### config.mk
export PLATFORM = sky130hd
export DESIGN_NAME = regf_initiator
export DESIGN_NICKNAME = d
export VERILOG_FILES = /design/src/rtl/regf_initiator_pkg.sv /design/src/rtl/regf_initiator_fifo.sv /design/src/rtl/regf_initiator.sv
export SDC_FILE = /design/constraint.sdc
export NUM_CORES = 1
export LEC_CHECK = 0
export ABC_CLOCK_PERIOD_IN_PS = 16500
export CORE_UTILIZATION = 53
export DETAILED_ROUTE_END_ITERATION = 10
export GPL_ROUTABILITY_DRIVEN = 1
export GPL_TIMING_DRIVEN = 0
export PLACE_DENSITY_LB_ADDON = 0.25
export SLEW_MARGIN = 20
export SYNTH_ARGS = -nofsm -noshare
export SYNTH_HDL_FRONTEND = slang
export SYNTH_SLANG_ARGS = --single-unit
### constraint.sdc
create_clock -name main_clk_i -period 16.5 [get_ports main_clk_i]
set_input_delay 4.95 -clock main_clk_i [delete_from_list [all_inputs] [get_ports main_clk_i]]
set_output_delay 4.95 -clock main_clk_i [all_outputs]
set_load 0.005 [all_outputs]
### src/rtl/regf_initiator_pkg.sv
// Shared types for the regf bus initiator: FSM state, queued command, captured response.
// Latency: n/a (types only).
// Backpressure: n/a. Command/response field widths are fixed here; the top's AW/DW must match them.
package regf_initiator_pkg;

  localparam int unsigned REGF_AW = 13;
  localparam int unsigned REGF_DW = 32;

  typedef enum logic [1:0] {
    IDLE,
    REQ,
    WAIT,
    RESP
  } state_e;

  typedef struct packed {
    logic [REGF_AW-1:0] addr;
    logic               wena;
    logic [REGF_DW-1:0] wdata;
  } cmd_t;

  typedef struct packed {
    logic               wena;
    logic [REGF_DW-1:0] rdata;
    logic               err;
  } rsp_t;

endpackage

### src/rtl/regf_initiator_fifo.sv
// Command FIFO of cmd_t, show-ahead (head visible on pop_dat while not empty).
// Latency: a push is visible at the head on the cycle after the push edge.
// Backpressure: pushes are dropped while full or in reset; pops are ignored while empty.
// Ports: clk/rst (sync, active-high), push/push_dat/full, pop/pop_dat/empty.
module regf_initiator_fifo
  import regf_initiator_pkg::*;
#(
  parameter int unsigned DEPTH = 2
) (
  input  logic clk,
  input  logic rst,
  input  logic push,
  input  cmd_t push_dat,
  output logic full,
  input  logic pop,
  output cmd_t pop_dat,
  output logic empty
);

  localparam int unsigned PW = $clog2(DEPTH);
  localparam int unsigned CW = PW + 1;

  cmd_t          mem [DEPTH];
  logic [PW-1:0] wr_ptr;
  logic [PW-1:0] rd_ptr;
  logic [CW-1:0] count;
  logic          push_ok;
  logic          pop_ok;

  assign full    = (count == CW'(DEPTH));
  assign empty   = (count == '0);
  assign push_ok = push && !full;
  assign pop_ok  = pop && !empty;
  assign pop_dat = mem[rd_ptr];

  always_ff @(posedge clk) begin
    if (rst) begin
      wr_ptr <= '0;
      rd_ptr <= '0;
      count  <= '0;
    end else begin
      // DEPTH is a power of two, so the pointers wrap naturally.
      if (push_ok) wr_ptr <= wr_ptr + 1'b1;
      if (pop_ok)  rd_ptr <= rd_ptr + 1'b1;
      count <= count + CW'(push_ok) - CW'(pop_ok);
    end
  end

  // Storage needs no reset; validity is tracked by count.
  always_ff @(posedge clk) begin
    if (push_ok && !rst) mem[wr_ptr] <= push_dat;
  end

endmodule

### src/rtl/regf_initiator.sv
// Bus initiator for a regf mem_* port: queued commands, one mem_ena pulse each, in-order responses.
// Latency: cmd handshake cycle 0 -> mem_ena cycle 2 -> rsp_valid cycle 4; 3 cycles/access back-to-back.
// Backpressure: cmd_ready_o = FIFO not full; rsp_ready_i low holds the FSM in RESP with a stable response.
// Ports: cmd_* command stream in, rsp_* response stream out, mem_* regf access port, busy_o status.
// Optional: define REGF_INITIATOR_ERRCNT_EN to add errcnt_o, a saturating count of error responses.
module regf_initiator
  import regf_initiator_pkg::*;
#(
  parameter int unsigned AW    = REGF_AW,
  parameter int unsigned DW    = REGF_DW,
  parameter int unsigned DEPTH = 2,
  parameter int unsigned ERRW  = 8
) (
  input  logic          main_clk_i,
  input  logic          main_rst_i,
  input  logic          cmd_valid_i,
  output logic          cmd_ready_o,
  input  logic [AW-1:0] cmd_addr_i,
  input  logic          cmd_wena_i,
  input  logic [DW-1:0] cmd_wdata_i,
  output logic          rsp_valid_o,
  input  logic          rsp_ready_i,
  output logic          rsp_wena_o,
  output logic [DW-1:0] rsp_rdata_o,
  output logic          rsp_err_o,
  output logic          mem_ena_o,
  output logic [AW-1:0] mem_addr_o,
  output logic          mem_wena_o,
  output logic [DW-1:0] mem_wdata_o,
  input  logic [DW-1:0] mem_rdata_i,
  input  logic          mem_err_i,
`ifdef REGF_INITIATOR_ERRCNT_EN
  output logic [ERRW-1:0] errcnt_o,
`endif
  output logic          busy_o
);

  state_e state_q;
  state_e state_d;
  cmd_t   fifo_in;
  cmd_t   fifo_head;
  cmd_t   cmd_q;
  rsp_t   rsp_q;
  logic   fifo_full;
  logic   fifo_empty;
  logic   fifo_pop;

  assign fifo_in.addr  = cmd_addr_i;
  assign fifo_in.wena  = cmd_wena_i;
  assign fifo_in.wdata = cmd_wdata_i;

  regf_initiator_fifo #(
    .DEPTH (DEPTH)
  ) u_fifo (
    .clk      (main_clk_i),
    .rst      (main_rst_i),
    .push     (cmd_valid_i),
    .push_dat (fifo_in),
    .full     (fifo_full),
    .pop      (fifo_pop),
    .pop_dat  (fifo_head),
    .empty    (fifo_empty)
  );

  assign cmd_ready_o = !fifo_full;

  always_comb begin
    state_d  = state_q;
    fifo_pop = 1'b0;
    case (state_q)
      IDLE: begin
        if (!fifo_empty) begin
          fifo_pop = 1'b1;
          state_d  = REQ;
        end
      end
      REQ:  state_d = WAIT;
      WAIT: state_d = RESP;
      RESP: begin
        // Chain straight into the next access to keep the 3-cycle cadence.
        if (rsp_ready_i) begin
          if (!fifo_empty) begin
            fifo_pop = 1'b1;
            state_d  = REQ;
          end else begin
            state_d  = IDLE;
          end
        end
      end
      default: state_d = IDLE;
    endcase
  end

  always_ff @(posedge main_clk_i) begin
    if (main_rst_i) begin
      state_q <= IDLE;
      cmd_q   <= '0;
      rsp_q   <= '0;
    end else begin
      state_q <= state_d;
      if (fifo_pop) cmd_q <= fifo_head;
      if (state_q == WAIT) begin
        rsp_q.wena  <= cmd_q.wena;
        // The target's read bus is meaningless on writes; report zero.
        rsp_q.rdata <= cmd_q.wena ? '0 : mem_rdata_i;
        rsp_q.err   <= mem_err_i;
      end
    end
  end

  assign mem_ena_o   = (state_q == REQ);
  assign mem_addr_o  = cmd_q.addr;
  assign mem_wena_o  = mem_ena_o && cmd_q.wena;
  assign mem_wdata_o = cmd_q.wdata;

  assign rsp_valid_o = (state_q == RESP);
  assign rsp_wena_o  = rsp_q.wena;
  assign rsp_rdata_o = rsp_q.rdata;
  assign rsp_err_o   = rsp_q.err;

  assign busy_o = (state_q != IDLE) || !fifo_empty;

`ifdef REGF_INITIATOR_ERRCNT_EN
  logic [ERRW-1:0] errcnt_q;

  always_ff @(posedge main_clk_i) begin
    if (main_rst_i) begin
      errcnt_q <= '0;
    end else if (rsp_valid_o && rsp_ready_i && rsp_q.err && (errcnt_q != '1)) begin
      errcnt_q <= errcnt_q + 1'b1;
    end
  end

  assign errcnt_o = errcnt_q;
`endif

endmodule

* Word-level counts from Yosys, hierarchy flattened *
Memory sizes are Yosys's and may differ from the RTL's. A register that Yosys moved wholly into a read port is not among the register bits.
Cells that the tools add are included.

word-level totals
  output and inout port bits = 84
  memories = 1
  RAM bits = 92
  word-level logic and storage cells = 40
  register bits after elaboration = 40
  input port bits = 83

memory list
  name        depth  bits a word  read ports  clocked after Yosys merged registers in  wr ports  line                       text
  u_fifo.mem  2      46           1           1                                        1         regf_initiator_fifo.sv:23  cmd_t mem [DEPTH];

cells by class
  muxes and demuxes = 10
  reductions and logical operators = 12
  add/sub/neg operators = 4
  equality and inequality tests = 6

operator list
  cell                   count
  $mux W32               1
  $pmux W2 S4            1
  $eq A2 B2 Y1 const B   3
  $mux W1                5
  $logic_and A1 B1 Y1    4
  $logic_not A2 Y1       2
  $mux W2                2
  $logic_not A1 Y1       3
  $add A1 B1 Y1 const B  2
  $add A2 B1 Y2          1
  $eq A2 B1 Y1 const B   1
  $ne A2 B1 Y1 const B   1
  $ne A2 B2 Y1 const B   1
  $pmux W1 S2            1
  $reduce_and A2 Y1      1
  $reduce_bool A2 Y1     1
  $sub A2 B1 Y2          1
  $logic_or A1 B1 Y1     1

* Depth between registers and ports, before layout *
Gate-level depths: netlist (run 1).

  word-level depth = 6
  gate-level depth with buffers = 11
  gate-level depth less buffers = 10

* Hierarchy *
Synthesis (run 1) repeated with hierarchy kept, for this count alone.

second synthesis, totals
  cells, all modules = 580
  area total of the unflattened synthesis = 7472.2 sq um

modules (own cells, without submodules)
  module               area each (sq um)  times used  cells each
  regf_initiator       3882.5             1           412
  regf_initiator_fifo  3589.7             1           168

* Least setup slack after synthesis (run 1) *
OpenSTA, ideal clock, no wires.

  path kind = input -> register
  from = in main_rst_i
  to = mem u_fifo.mem[1][0] in the netlist's numbering, enable pin
  required time = 15.984 ns
  slack = 7.316 ns
  cell stages on the path = 3
  arrival time = 8.668 ns
  cell sequence = clkbuf_1 -> buf_2 -> nor3b_1

between the ends
  word-level cells in the longest chain between the ends = 4

ends and longest elaborated chain
  element                        line                       text
  start, declared                regf_initiator.sv:15       input logic main_rst_i,
  $logic_not A1 Y1               regf_initiator_fifo.sv:51  if (push_ok && !rst) mem[wr_ptr] <= push_dat;
  $logic_and A1 B1 Y1            regf_initiator_fifo.sv:51
  $mux W1                        regf_initiator_fifo.sv:51
  $mux W1 (implied by the code)  regf_initiator_fifo.sv:51
  end, declared                  regf_initiator_fifo.sv:23

Every way passes these cells.

* Final worst setup path (run 1) *
  from = reg state_q[0]
  to = out busy_o

between the ends
  word-level cells in the longest chain between the ends = 2

ends and longest elaborated chain
  element                 line                   text
  start, declared         regf_initiator.sv:38   state_e state_q;
  start signal, assigned  regf_initiator.sv:100  state_q <= state_d;
  $reduce_bool A2 Y1      regf_initiator.sv:121  assign busy_o = (state_q != IDLE) || !fifo_empty;
  $logic_or A1 B1 Y1      regf_initiator.sv:121
  end, declared           regf_initiator.sv:35   output logic busy_o

Every way passes these cells.

==> out/results.ini, run 1 <==
[critical_path]
cp.required_ns=11.55
crit_chain=inv_1 > ha_1 > or3b_1 > buf_2 > clkdlybuf4s50_1
critical_path_arrival_ns=2.08
path_buf_inv=3
path_delay_family=buffers and inverters
start_kind=flop
cp-end-kind=primary output
slowest_stage=clkdlybuf4s50_1
ff2ff_setup_slack_ns=13.95
cp_slowest_stage_delay_ns=0.48
r2r-start=state_q[0]$_SDFFE_PP0P_
r2r_cells=11
critical_path_class=reg2out
crit_fanout=5
r2r-end=u_fifo.count[1]$_SDFF_PP0_

[route]
routed_wl_um=14700
drt-initial-drc-count=241
via_count=4675
ant_nets=0
drt-wirelength-per-cell_um=15.9
routed_via_density=5.05
drc=0
dr.pass1.iters=4

[layout]
seqCellArea_um2=4480
fin_cells=925
final_layout_size_suffix_gt1_share_pct=15.0
area.growth.synth_to_final_pct=37.0
fillers=896
finalNetCount=830
final_cell_area_um2=9440
final_util_pct=74.5
multiInputGateArea_um2=1850
antennaDiodeCount=0

[power]
p_total_mw=1.46
ir_worst_vdd_uv=93.6
power_leakage_nw=3.47
power_density_nw_per_um2=155

[synth]
netlist_top_cells_area=edfxtp_1 40%, dfxtp_1 25%, mux2i_1 7.0%, a21oi_1 6.0%, buf_4 5.7%
async_flop_share_pct=0
synth_top_area_share_pct=40.1
synth_seq_cells=178
synth_edf_count=92
synth_cells=546
yosysMostFrequentCell=edfxtp_1
ys_warn_count=0
syn_area_um2=6890
synth.top_cells.by_count=92 x edfxtp_1, 86 x dfxtp_1, 82 x a21oi_1
syn-num-nets=636
synth-main-ff-cell=edfxtp_1
synthDistinctLibCells=31
synth_top_cell_by_area=edfxtp_1
synth_area_per_cell_um2=12.6
ys_seq_area_share_pct=65.1

[clock_tree]
root_buffer=clkbuf_16
numCtsBuffers=17
cts_sinks=178
cts_tree=yes
ctsHoldBuffers=0
clock_latency_ns=0.42
cts_setup_buffers=0
clock_path_buffers=2
cts.htree.levels=4
cts_resized=0
clk_pin_slew_ns=0.06

[sta]
timing.final.ws_setup_ns=9.47
post-route-period-util_pct=42.6
fmax_ghz=0.142
hold_viol_final=0
tightest_slew_ns=0.546
relSlewSlack_pct=63.6
slew_violations=0
fin_setup_tns_ns=0
whs_ns=0.498
rsz0062_at_grt=no
setup_violations=0
finalClockSkew_ns=0.00559
min_period_ns=7.03

[grt]
met3_usage_pct=6.64
met1_usage_pct=25.2
busiest_layer=met2
grt_overflow=0
antenna_found_initial=0
met2_usage_pct=40.2
grt_pass1_wl_um=22400
grt_pass1_vias=4680
grt_max_degree=17
grt.total_usage_pct=22.6

[flow_run]
max_cap_violations=0

[floorplanning]
fp.coreArea_um2=12700
die_y_um=116
die_area_um2=13500
row_count=41
fp.dieW_um=116
initial_utilization_pct=54.4
io_pins=167

[place]
hpwl_um=10500
dpl_worst_slack_ns=9.38
place_area_um2=8840
io_buffers=165
place_inst=893
gp_congestion=0.747

[min_path]
whs_path_depth=2
worstHoldStart=rsp_wena_o$_SDFFE_PP0N_
min_path_type=reg2reg
holdPathEnd=rsp_wena_o$_SDFFE_PP0N_

[outcome]
run_status=finished, final reports clean

[worst min-delay path, cell delays in order (launching register included)]
cell	delay [ns]
dfxtp_1	0.32
mux2i_1	0.07
nor2_1	0.07
[per-layer routing]
layer  vias up  wire length (um)
li1       2300                 -
met1      2184              5850
met2       167              7470
met3        24              1080
met4         0               291
met5         -                 0
[where the power goes]
part / switching [mW] / internal [mW]
sequential: 0.0317 / 0.533
combinational: 0.246 / 0.259
clock: 0.153 / 0.241
[logic make-up (layout without fill, tap and decap cells)]
group	Yosys count	count (layout)	share of synthesized area [%]
DFF	178	178	65.1
AOI/OAI and AO/OA	138	138	12.1
buffers and inverters	91	298	8.23
and+or+nand+nor	83	83	6.21
muxes	48	48	6.97
adders and majority gates	7	7	1.27
xor gates and xnor gates	1	1	0.127
[cells in the final DEF, fill, tap and decap left out, types with 2 or more instances in the layout]
cell	n
clkdlybuf4s50_1	165
edfxtp_1	92
dfxtp_1	86
a21oi_1	82
buf_4	61
mux2i_1	48
a211oi_1	46
nor2b_1	36
nor2_1	36
clkbuf_16	19
buf_2	18
clkbuf_1	17
inv_1	7
ha_1	7
o21ai_0	3
clkbuf_8	3
and2_1	2
buf_6	2
or3_1	2
clkbuf_4	2
clkinv_2	2
[flip-flops by register name, indices dropped and copies added, names as in the netlist, 2 cells and up]
signal,cells
rsp_rdata_o,32
state_q,2
mem_wdata_o,32
mem_addr_o,13
u_fifo.mem,92
u_fifo.count,2
[final cells by class]
class | instances | share of cell area [%]
inverter | 7 | 0.278
clock buffer | 29 | 5.83
tap | 172 | 2.28
timing repair buffer | 175 | 18.3
sequential | 178 | 47.5
buffer | 84 | 5.73
clock inverter | 3 | 0.424
multi-input combinational | 277 | 19.6
[worst max-delay path by stage]
stage | from | to | depth (start not counted)
after floorplan | main_rst_i | u_fifo.mem[1][0]$_DFFE_PP_ | 3
after global placement | main_rst_i | u_fifo.mem[1][19]$_DFFE_PP_ | 3
after detailed placement | rsp_ready_i | u_fifo.count[1]$_SDFF_PP0_ | 10
after CTS | state_q[0]$_SDFFE_PP0P_ | busy_o | 5
after global routing | state_q[0]$_SDFFE_PP0P_ | busy_o | 5
final | state_q[0]$_SDFFE_PP0P_ | busy_o | 5
Power figures use the tool's default switching activity.
==> run 2: changes to the inputs <==
- ABC_CLOCK_PERIOD_IN_PS: 16500 -> 6000
- CORE_UTILIZATION: 53 -> 45
- clock period: 16.5 -> 6 ns (I/O delays scaled with it)
==> run 2 against run 1 <==
Compared with the run above:
- sequential cell count unchanged
- power rose to 2.7 times the previous value
- non-clock buffer count decreased by 2
- largest cell class unchanged
- register-to-register slack worse by 11 ns
- via count decreased by 0.21%
- critical endpoint unchanged
- clock power rose to 2.6 times the previous value
- routed wire length is essentially flat
- critical path depth unchanged
==> out/results.ini, run 2 (synthesized netlist as in run 1, its figures left out) <==
[outcome]
run_status=finished, final reports clean

[layout]
finalNetCount=828
area.growth.synth_to_final_pct=36.8
fillers=1144
largest_reg_flops=92
final_cell_area_um2=9420
top_register=u_fifo.mem
final_cell_mix=165 x clkdlybuf4s50_1, 92 x edfxtp_1, 86 x dfxtp_1
layout_commonest_cell=clkdlybuf4s50_1
final_layout_size_suffix_gt1_share_pct=15.4
antennaDiodeCount=0

[critical_path]
critical_path_class=reg2out
cp-end-kind=primary output
critical_path_arrival_ns=2.09
start_kind=flop
ff2ff_setup_slack_ns=3.41
r2r_cells=11
cp.required_ns=4.20
crit_fanout=5
r2r-end=u_fifo.count[1]$_SDFF_PP0_
r2r-start=state_q[0]$_SDFFE_PP0P_

[clock_tree]
cts_setup_buffers=0
clock_path_buffers=2
root_buffer=clkbuf_16
ctsHoldBuffers=0
clk_pin_slew_ns=0.06
cts_sinks=178
numCtsBuffers=17
cts.htree.levels=4
clock_latency_ns=0.42
cts_tree=yes
cts_resized=0

[route]
ant_nets=0
routed_via_density=4.99
drt-wirelength-per-cell_um=15.7
drc=0
via_count=4665
dr.pass1.iters=4
drt-initial-drc-count=192
routed_wl_um=14700

[grt]
grt_pass1_vias=4835
grt.total_usage_pct=19.2
antenna_found_initial=0
grt_pass1_wl_um=23400
grt_max_degree=17
grt_overflow=0

[floorplanning]
fp.dieW_um=126
die_area_um2=15800
fp.coreArea_um2=14800
initial_utilization_pct=46.7
row_count=44
die_y_um=126
io_pins=167

[sta]
slew_violations=0
post-route-period-util_pct=64.8
finalClockSkew_ns=0.00676
rsz0062_at_grt=no
setup_violations=0
min_period_ns=3.89
timing.final.ws_setup_ns=2.11
fmax_ghz=0.257
hold_viol_final=0
relSlewSlack_pct=41.7
tightest_slew_ns=0.870
fin_setup_tns_ns=0

[place]
place_area_um2=8870
gp_congestion=0.757
io_buffers=165
dpl_worst_slack_ns=2.02
hpwl_um=10500

[min_path]
holdPathEnd=rsp_err_o$_SDFFE_PP0N_
whs_path_depth=2
min_path_type=reg2reg
worstHoldStart=rsp_err_o$_SDFFE_PP0N_

[power]
p_total_mw=3.98
power_leakage_nw=3.45
ir_worst_vdd_uv=235
power_density_nw_per_um2=422

[flow_run]
max_cap_violations=0

run 2: cell count changes in the layout (fill, tap and decap cells not counted), moves of 3 or more:
cell and delta:
buf_4 -6, clkinv_2 +6, inv_6 +3, clkbuf_1 -5
run 2: worst max-delay path by stage:
stage | start | endpoint
2_1_floorplan | main_rst_i | u_fifo.mem[0][0]$_DFFE_PP_
3_3_place_gp | main_rst_i | u_fifo.mem[0][15]$_DFFE_PP_
3_5_place_dp | rsp_ready_i | u_fifo.count[1]$_SDFF_PP0_
4_1_cts | state_q[0]$_SDFFE_PP0P_ | busy_o
5_1_grt | state_q[0]$_SDFFE_PP0P_ | busy_o
6_report | state_q[0]$_SDFFE_PP0P_ | busy_o
run 2: cell type report:
| cell class | instances | area (um^2) | area share [%] |
|---|---|---|---|
| timing repair buffer | 173 | 1740 | 18.4 |
| inverter | 7 | 26.3 | 0.279 |
| buffer | 84 | 541 | 5.74 |
| clock buffer | 18 | 439 | 4.66 |
| tap | 184 | 230 | 2.44 |
| multi-input combinational | 277 | 1850 | 19.7 |
| sequential | 178 | 4480 | 47.6 |
| clock inverter | 14 | 111 | 1.18 |
run 2: power by group:
part	total [mW]	internal, mW	switching [mW]
clock network	1.03	0.579	0.450
registers	1.55	1.47	0.0867
logic	1.39	0.714	0.681
run 2: critical path: stages (launching register included):
cell	delay [ns]
dfxtp_1	0.34
inv_1	0.14
ha_1	0.21
or3b_1	0.34
buf_2	0.15
clkdlybuf4s50_1	0.48
run 2: stage by stage:
stage | cells | util [%] | hold slack [ns]
3_3_place_gp | 895 | 59.5 | 0.475
3_5_place_dp | 903 | 60.1 | 0.496
4_1_cts | 935 | 63.9 | 0.512
2_1_floorplan | 546 | - | 0.466
6_report | 935 | 63.9 | 0.509
5_1_grt | 935 | 63.9 | 0.539
run 2: metal layers:
metal / wire length (um) / GRT usage [%] / up-vias / part of all wire [%]
met1: 5880 / 21.8 / 2190 / 40
met2: 7610 / 34.7 / 166 / 52
li1: - / - / 2296 / -
met5: 0 / 0 / - / 0
met4: 136 / 5.10 / 0 / 0.93
met3: 1050 / 5.99 / 13 / 7.2
